**src/rtl/dvi_timing_pkg.sv**
```systemverilog
// Purpose: shared video-mode constants and timing helpers for the DVI timing generator.
// Latency: n/a (constants and constant functions only).
// Backpressure: n/a.
package dvi_timing_pkg;

  // One complete video mode: horizontal and vertical segment lengths plus sync polarity.
  typedef struct packed {
    int unsigned h_active;
    int unsigned h_fp;
    int unsigned h_sync;
    int unsigned h_bp;
    int unsigned v_active;
    int unsigned v_fp;
    int unsigned v_sync;
    int unsigned v_bp;
    bit          h_pol;
    bit          v_pol;
  } mode_t;

  // Standard CEA/VESA timings. Polarity 1 = active-high sync.
  localparam mode_t MODE_640x480  = '{640,  16,  96,  48, 480, 10, 2, 33, 1'b0, 1'b0};
  localparam mode_t MODE_800x600  = '{800,  40, 128,  88, 600,  1, 4, 23, 1'b1, 1'b1};
  localparam mode_t MODE_1280x720 = '{1280, 110, 40, 220, 720,  5, 5, 20, 1'b1, 1'b1};

  // Total period of one axis: visible + front porch + sync + back porch.
  function automatic int unsigned timing_total(input int unsigned act_len,
                                               input int unsigned fp_len,
                                               input int unsigned sync_len,
                                               input int unsigned bp_len);
    return act_len + fp_len + sync_len + bp_len;
  endfunction

  function automatic int unsigned h_total(input mode_t m);
    return timing_total(m.h_active, m.h_fp, m.h_sync, m.h_bp);
  endfunction

  function automatic int unsigned v_total(input mode_t m);
    return timing_total(m.v_active, m.v_fp, m.v_sync, m.v_bp);
  endfunction

  // True when a counter of width w can represent max_val.
  function automatic bit width_fits(input int unsigned w, input int unsigned max_val);
    return $clog2(max_val + 1) <= w;
  endfunction

endpackage

```
**src/rtl/dvi_timing_gen_sig_delay.sv**
```systemverilog
// Purpose: DEPTH-stage by WIDTH-bit shift register, resets to RST_VAL.
// Latency: exactly DEPTH clocks from din to dout.
// Backpressure: none; shifts every clock unconditionally.
module sig_delay #(
  parameter int unsigned          DEPTH   = 2,
  parameter int unsigned          WIDTH   = 1,
  parameter logic [WIDTH-1:0]     RST_VAL = '0
) (
  input  logic             clk_pix,
  input  logic             rst_n,
  input  logic [WIDTH-1:0] din,
  output logic [WIDTH-1:0] dout
);

  logic [WIDTH-1:0] pipe [DEPTH];

  // Shift chain; stage 0 takes the new sample, the last stage is the output.
  always_ff @(posedge clk_pix or negedge rst_n) begin
    if (!rst_n) begin
      for (int i = 0; i < DEPTH; i++) begin
        pipe[i] <= RST_VAL;
      end
    end else begin
      pipe[0] <= din;
      for (int i = 1; i < DEPTH; i++) begin
        pipe[i] <= pipe[i-1];
      end
    end
  end

  assign dout = pipe[DEPTH-1];

endmodule

```
**src/rtl/dvi_timing_gen.sv**
```systemverilog
// Purpose: pixel-clock video timing: counters, sync/DE decode, pixel fetch, output re-alignment.
// Latency: fetch request at stage 0; sync/DE/pixel out PIX_LAT+1 clocks later.
// Backpressure: none; source must return data exactly PIX_LAT clocks after each request.
module dvi_timing_gen
  import dvi_timing_pkg::*;
#(
  parameter int unsigned H_ACTIVE = MODE_640x480.h_active,
  parameter int unsigned H_FP     = MODE_640x480.h_fp,
  parameter int unsigned H_SYNC   = MODE_640x480.h_sync,
  parameter int unsigned H_BP     = MODE_640x480.h_bp,
  parameter int unsigned V_ACTIVE = MODE_640x480.v_active,
  parameter int unsigned V_FP     = MODE_640x480.v_fp,
  parameter int unsigned V_SYNC   = MODE_640x480.v_sync,
  parameter int unsigned V_BP     = MODE_640x480.v_bp,
  parameter bit          H_POL    = MODE_640x480.h_pol,
  parameter bit          V_POL    = MODE_640x480.v_pol,
  parameter int unsigned PIX_LAT  = 2,
  parameter int unsigned X_W      = 12,
  parameter int unsigned Y_W      = 12
) (
  input  logic           clk_pix,
  input  logic           rst_n,
  input  logic           en,
  output logic           pix_req,
  output logic [X_W-1:0] pix_x,
  output logic [Y_W-1:0] pix_y,
  input  logic [7:0]     src_r,
  input  logic [7:0]     src_g,
  input  logic [7:0]     src_b,
  output logic           frame_start,
  output logic           line_start,
  output logic           hsync_o,
  output logic           vsync_o,
  output logic           de_o,
  output logic [7:0]     pix_r,
  output logic [7:0]     pix_g,
  output logic [7:0]     pix_b
);

  localparam int unsigned H_TOTAL_C = timing_total(H_ACTIVE, H_FP, H_SYNC, H_BP);
  localparam int unsigned V_TOTAL_C = timing_total(V_ACTIVE, V_FP, V_SYNC, V_BP);

  // Mis-sized counters or an unsupported source latency are build errors, not runtime cases.
  if (!width_fits(X_W, H_TOTAL_C - 1)) begin : g_xw_chk
    $error("X_W too narrow to hold H_TOTAL-1");
  end
  if (!width_fits(Y_W, V_TOTAL_C - 1)) begin : g_yw_chk
    $error("Y_W too narrow to hold V_TOTAL-1");
  end
  if (PIX_LAT < 1 || PIX_LAT > 15) begin : g_lat_chk
    $error("PIX_LAT must be within 1..15");
  end

  // Segment boundaries in counter width so every compare is width-exact.
  localparam logic [X_W-1:0] H_ACT_C  = X_W'(H_ACTIVE);
  localparam logic [X_W-1:0] H_SS_C   = X_W'(H_ACTIVE + H_FP);
  localparam logic [X_W-1:0] H_SE_C   = X_W'(H_ACTIVE + H_FP + H_SYNC);
  localparam logic [X_W-1:0] H_LAST_C = X_W'(H_TOTAL_C - 1);
  localparam logic [Y_W-1:0] V_ACT_C  = Y_W'(V_ACTIVE);
  localparam logic [Y_W-1:0] V_SS_C   = Y_W'(V_ACTIVE + V_FP);
  localparam logic [Y_W-1:0] V_SE_C   = Y_W'(V_ACTIVE + V_FP + V_SYNC);
  localparam logic [Y_W-1:0] V_LAST_C = Y_W'(V_TOTAL_C - 1);

  logic           run_q;
  logic           live;
  logic [X_W-1:0] h_cnt;
  logic [Y_W-1:0] v_cnt;
  logic           act;
  logic           hs;
  logic           vs;
  logic [2:0]     sync_d;
  logic           tag_d;

  // Reset drops immediately; run_q lets the timing start only after the first clean edge.
  always_ff @(posedge clk_pix or negedge rst_n) begin
    if (!rst_n) run_q <= 1'b0;
    else        run_q <= 1'b1;
  end

  assign live = en & run_q;

  // Raster counters; held at the origin whenever not running so a re-enable starts a fresh frame.
  always_ff @(posedge clk_pix or negedge rst_n) begin
    if (!rst_n) begin
      h_cnt <= '0;
      v_cnt <= '0;
    end else if (!live) begin
      h_cnt <= '0;
      v_cnt <= '0;
    end else if (h_cnt == H_LAST_C) begin
      h_cnt <= '0;
      v_cnt <= (v_cnt == V_LAST_C) ? '0 : v_cnt + Y_W'(1);
    end else begin
      h_cnt <= h_cnt + X_W'(1);
    end
  end

  // Stage-0 decode straight off the counter registers, gated by run state so the first
  // enabled cycle already presents the origin with request and start pulses.
  always_comb begin
    act         = live && (h_cnt < H_ACT_C) && (v_cnt < V_ACT_C);
    hs          = live && (h_cnt >= H_SS_C) && (h_cnt < H_SE_C);
    vs          = live && (v_cnt >= V_SS_C) && (v_cnt < V_SE_C);
    pix_req     = act;
    pix_x       = act ? h_cnt : '0;
    pix_y       = act ? v_cnt : '0;
    frame_start = live && (h_cnt == '0) && (v_cnt == '0);
    line_start  = live && (h_cnt == '0);
  end

  // Sync/DE timing travels alongside the outstanding pixel fetch.
  sig_delay #(
    .DEPTH   (PIX_LAT),
    .WIDTH   (3),
    .RST_VAL (3'b000)
  ) u_sync_dly (
    .clk_pix (clk_pix),
    .rst_n   (rst_n),
    .din     ({act, hs, vs}),
    .dout    (sync_d)
  );

  // Data-valid tag: marks the cycle in which src_* carries a requested pixel.
  sig_delay #(
    .DEPTH   (PIX_LAT),
    .WIDTH   (1),
    .RST_VAL (1'b0)
  ) u_tag_dly (
    .clk_pix (clk_pix),
    .rst_n   (rst_n),
    .din     (pix_req),
    .dout    (tag_d)
  );

  // Shared output register: aligned sync at configured polarity, DE, and pixel data blanked outside DE.
  always_ff @(posedge clk_pix or negedge rst_n) begin
    if (!rst_n) begin
      de_o    <= 1'b0;
      hsync_o <= ~H_POL;
      vsync_o <= ~V_POL;
      pix_r   <= 8'h00;
      pix_g   <= 8'h00;
      pix_b   <= 8'h00;
    end else begin
      de_o    <= sync_d[2];
      hsync_o <= sync_d[1] ^ ~H_POL;
      vsync_o <= sync_d[0] ^ ~V_POL;
      pix_r   <= tag_d ? src_r : 8'h00;
      pix_g   <= tag_d ? src_g : 8'h00;
      pix_b   <= tag_d ? src_b : 8'h00;
    end
  end

endmodule

```
**config.mk**
```make
export PLATFORM = sky130hd
export DESIGN_NAME = dvi_timing_gen
export DESIGN_NICKNAME = d
export VERILOG_FILES = /design/src/rtl/dvi_timing_pkg.sv /design/src/rtl/dvi_timing_gen_sig_delay.sv /design/src/rtl/dvi_timing_gen.sv
export SDC_FILE = /design/constraint.sdc
export NUM_CORES = 1
export LEC_CHECK = 0
export BUFFER_PORTS_ARGS = -buffer_cell sky130_fd_sc_hd__clkbuf_2
export CAP_MARGIN = 20
export CELL_PAD_IN_SITES_DETAIL_PLACEMENT = 1
export CELL_PAD_IN_SITES_GLOBAL_PLACEMENT = 1
export CORE_ASPECT_RATIO = 0.8
export CORE_MARGIN = 8
export CORE_UTILIZATION = 41
export CTS_BUF_LIST = sky130_fd_sc_hd__clkbuf_8
export DETAILED_ROUTE_END_ITERATION = 12
export HOLD_SLACK_MARGIN = 0.02
export PLACE_DENSITY_LB_ADDON = 0.1
export SYNTH_ARGS = -nofsm -noshare
export SYNTH_HDL_FRONTEND = slang
export SYNTH_SLANG_ARGS = --single-unit
```
**constraint.sdc**
```tcl
create_clock -name clk_pix -period 2.2 [get_ports clk_pix]
set_clock_uncertainty 0.15 [all_clocks]
set_input_delay 0.11 -clock clk_pix [delete_from_list [all_inputs] [get_ports clk_pix]]
set_output_delay 0.11 -clock clk_pix [all_outputs]
set_load 0.05 [all_outputs]
```
==> flow_metrics.tcl <==
set metrics [dict create \
    routedWlPerCell_um 20.75 \
    drv_cap 0 \
    n_fill_cell 671 \
    multi_input_comb_area_sq_um 1220 \
    max_slew_margin_pct 54.36 \
    crit_required_ns 1.94 \
    cp_slowest_cell "dfrtp_1" \
    overflow 0 \
    ys_types 48 \
    die_w_um 107.1 \
    worst_pin_slew_ns 0.6847 \
    slowest_delay_ns 0.40 \
    grt.total_usage_pct 21.46 \
    crit_end "pix_x[7]" \
    place_congestion 0.8178 \
    ant_nets 0 \
    via_count 2441 \
    worst_setup_path_end_kind "primary output" \
    numCtsBuffers 9 \
    synth_area_leader_cell "dfrtp_1" \
    yosys-top-cells-count "56 x dfrtp_1, 43 x and2_1, 18 x nor2_1" \
    drc 0 \
    syn_inst 255 \
    clock.fmax_ghz 0.4339 \
    cts_tree "yes" \
    rows 26 \
    start_util_pct 42.46 \
    seqCellArea_sq_um 1456 \
    ys_ff_latch 58 \
    drt_pass1_iterations 4 \
    grt_pass1_wl_um 15610 \
    hold_ws_ns 0.1246 \
    ir_worst_vdd_mv 0.4393 \
    async_flop_share_pct 100.0 \
    htreeDepth 3 \
    dpl.hpwl_um 5818 \
    crit_path_start_kind "flip-flop" \
    synth_ff_type "dfrtp_1" \
    vias_per_cell 5.261 \
    core-area_sq_um 6409 \
    arrival_ns 2.04 \
    synth_edf_count 0 \
    grt_max_degree 34 \
    ff2ff_path_depth 6 \
    rsz0062_at_grt "true" \
    fin_ws_ns -0.1048 \
    finalMaxSlewViolations 0 \
    power_leakage_nw 1.970 \
    grt_pass1_vias 2891 \
    place_inst 411 \
    instances_no_fill 464 \
    cts_buffer_depth 2 \
    area_growth_pct 53.29 \
    io_pins 81 \
    mappedNetlistArea_sq_um 2721 \
    synth_top_area_share_pct 51.49 \
    die-area_sq_um 9517 \
    r2r-start "h_cnt[0]" \
    drive_above_1_share_pct 40.53 \
    wl_um 9629 \
    finalCriticalPeriod_ns 2.305 \
    diodes 0 \
    critPathKind "flip-flop to primary output" \
    synth-seq-area-share_pct 53.43 \
    avgSynthCellArea_sq_um 10.67 \
    r2r_setup_slack_ns 0.08 \
    path_cells "and4bb_2 > nand2_2 > nor4_4 > buf_4 > buf_6 > and2_4 > buf_12" \
    failed_checks "negative setup slack" \
    die_y_um 88.87 \
    clockRootBuffer "clkbuf_8" \
    clk_pin_slew_worst_paths_ns 0.06 \
    drt_iter0_drc 141 \
    hp-class "input port to flip-flop" \
    hold_viol_final 0 \
    antenna_found_initial 0 \
    status "finished with violations" \
    nets 406 \
    cts_num_sinks 58 \
    finalSetupTns_ns -1.224 \
    crit_start "h_cnt[10]" \
    ys_warn_count 0 \
    post-synth-top-count-cell "dfrtp_1" \
    worstPathMaxFanout 5 \
    port-buffer-count 75 \
    worstSkewPairLatency_ns 0.33 \
    min_period_over_period_pct 104.8 \
    r2r_end "v_cnt[9]" \
    powerDensity_nw_per_um2 570.2 \
    synthTopCellsByArea "dfrtp_1 51%, and2_1 9.9%, xnor2_1 2.9%" \
    setup_viol 14 \
]
-- timing repair --
item | 4_1_cts | 5_1_grt
pin swaps | 9 | 1
gates cloned | 3 | 0
hold endpoints to repair | 50 | 0
resized for setup | 38 | 14
hold buffers | 26 | 0
endpoints found under the setup margin | 22 | 22
setup buffers | 6 | 3
-- state kept, by name (all words and copies together), names as in the netlist, 3 cells and up --
signal	flops
h_cnt	12
v_cnt	12
pix_b	8
pix_g	8
pix_r	8
u_sync_dly.dout	3
u_sync_dly.pipe	3
-- stage by stage --
| step | power, mW | utilization, % | setup WS [ns] | cell area, sq um |
|---|---|---|---|---|
| after global placement | 1.343 | 54.63 | 0.1638 | 3501 |
| after CTS | 2.388 | 64.41 | -0.07524 | 4128 |
| after global routing | 2.469 | 65.09 | -0.1831 | 4172 |
| final | 2.379 | 65.09 | -0.1048 | 4172 |
| after floorplan | 1.264 | - | -0.2870 | 2755 |
| after detailed placement | 1.350 | 54.63 | 0.1403 | 3501 |
-- where the power goes --
part	leakage (nW)	switching [mW]	internal [mW]
sequential	0.781	0.0131	1.09
clock	0.107	0.435	0.546
combinational	1.08	0.189	0.108
total	1.97	0.636	1.74
-- area by class of cell --
class | instances | area share [%]
tap | 84 | 2.520
clock inverter | 6 | 1.380
clock buffer | 10 | 3.299
inverter | 10 | 0.8998
multi-input combinational | 171 | 29.24
sequential | 58 | 34.91
timing repair buffer | 125 | 27.74
-- layout by cell type, fill, tap and decap left out, types with 12 or more instances in the layout --
master         instances
and2_1                25
and2_4                19
buf_12                19
buf_4                 19
clkbuf_2              53
dfrtp_1               54
dlygate4sd3_1         26
nand3_1               12
nor2_1                18
-- metal layers --
layer / global-route usage, % / share of wire (%) / wire [um]
met4: 7.389 / 1.2 / 114
met1: 24.31 / 39 / 3734
met5: 0 / 0 / 0
met2: 37.51 / 53 / 5105
met3: 6.769 / 7.0 / 674
-- logic make-up after synthesis --
| logic type | synth area share [%] |
|---|---|
| adder cells (fa/ha/maj) | 1.839 |
| XOR/XNOR | 3.219 |
| AND/OR/NAND/NOR | 29.98 |
| AO/OA/AOI/OAI | 5.425 |
| other | 0.2760 |
| buffers and inverters | 5.839 |
| flip-flops | 53.43 |
-- how the worst min path moves through the flow --
stage                from        to  slack (ns)  depth (start not counted)
global route           en  h_cnt[2]        0.13                          3
finish                 en  h_cnt[2]        0.12                          3
detailed placement  rst_n  pix_b[7]        0.03                          1
floorplan           rst_n      de_o       -0.34                          0
CTS                    en  h_cnt[2]        0.09                          3
global placement    rst_n  pix_r[7]        0.02                          1
-- critical path, delay by kind of cell, from the launching register on --
family | cells | cell delay [ns]
flops | 1 | 0.40
buf+inv | 3 | 0.47
simple gates | 4 | 0.83
Power figures use the tool's default switching activity.
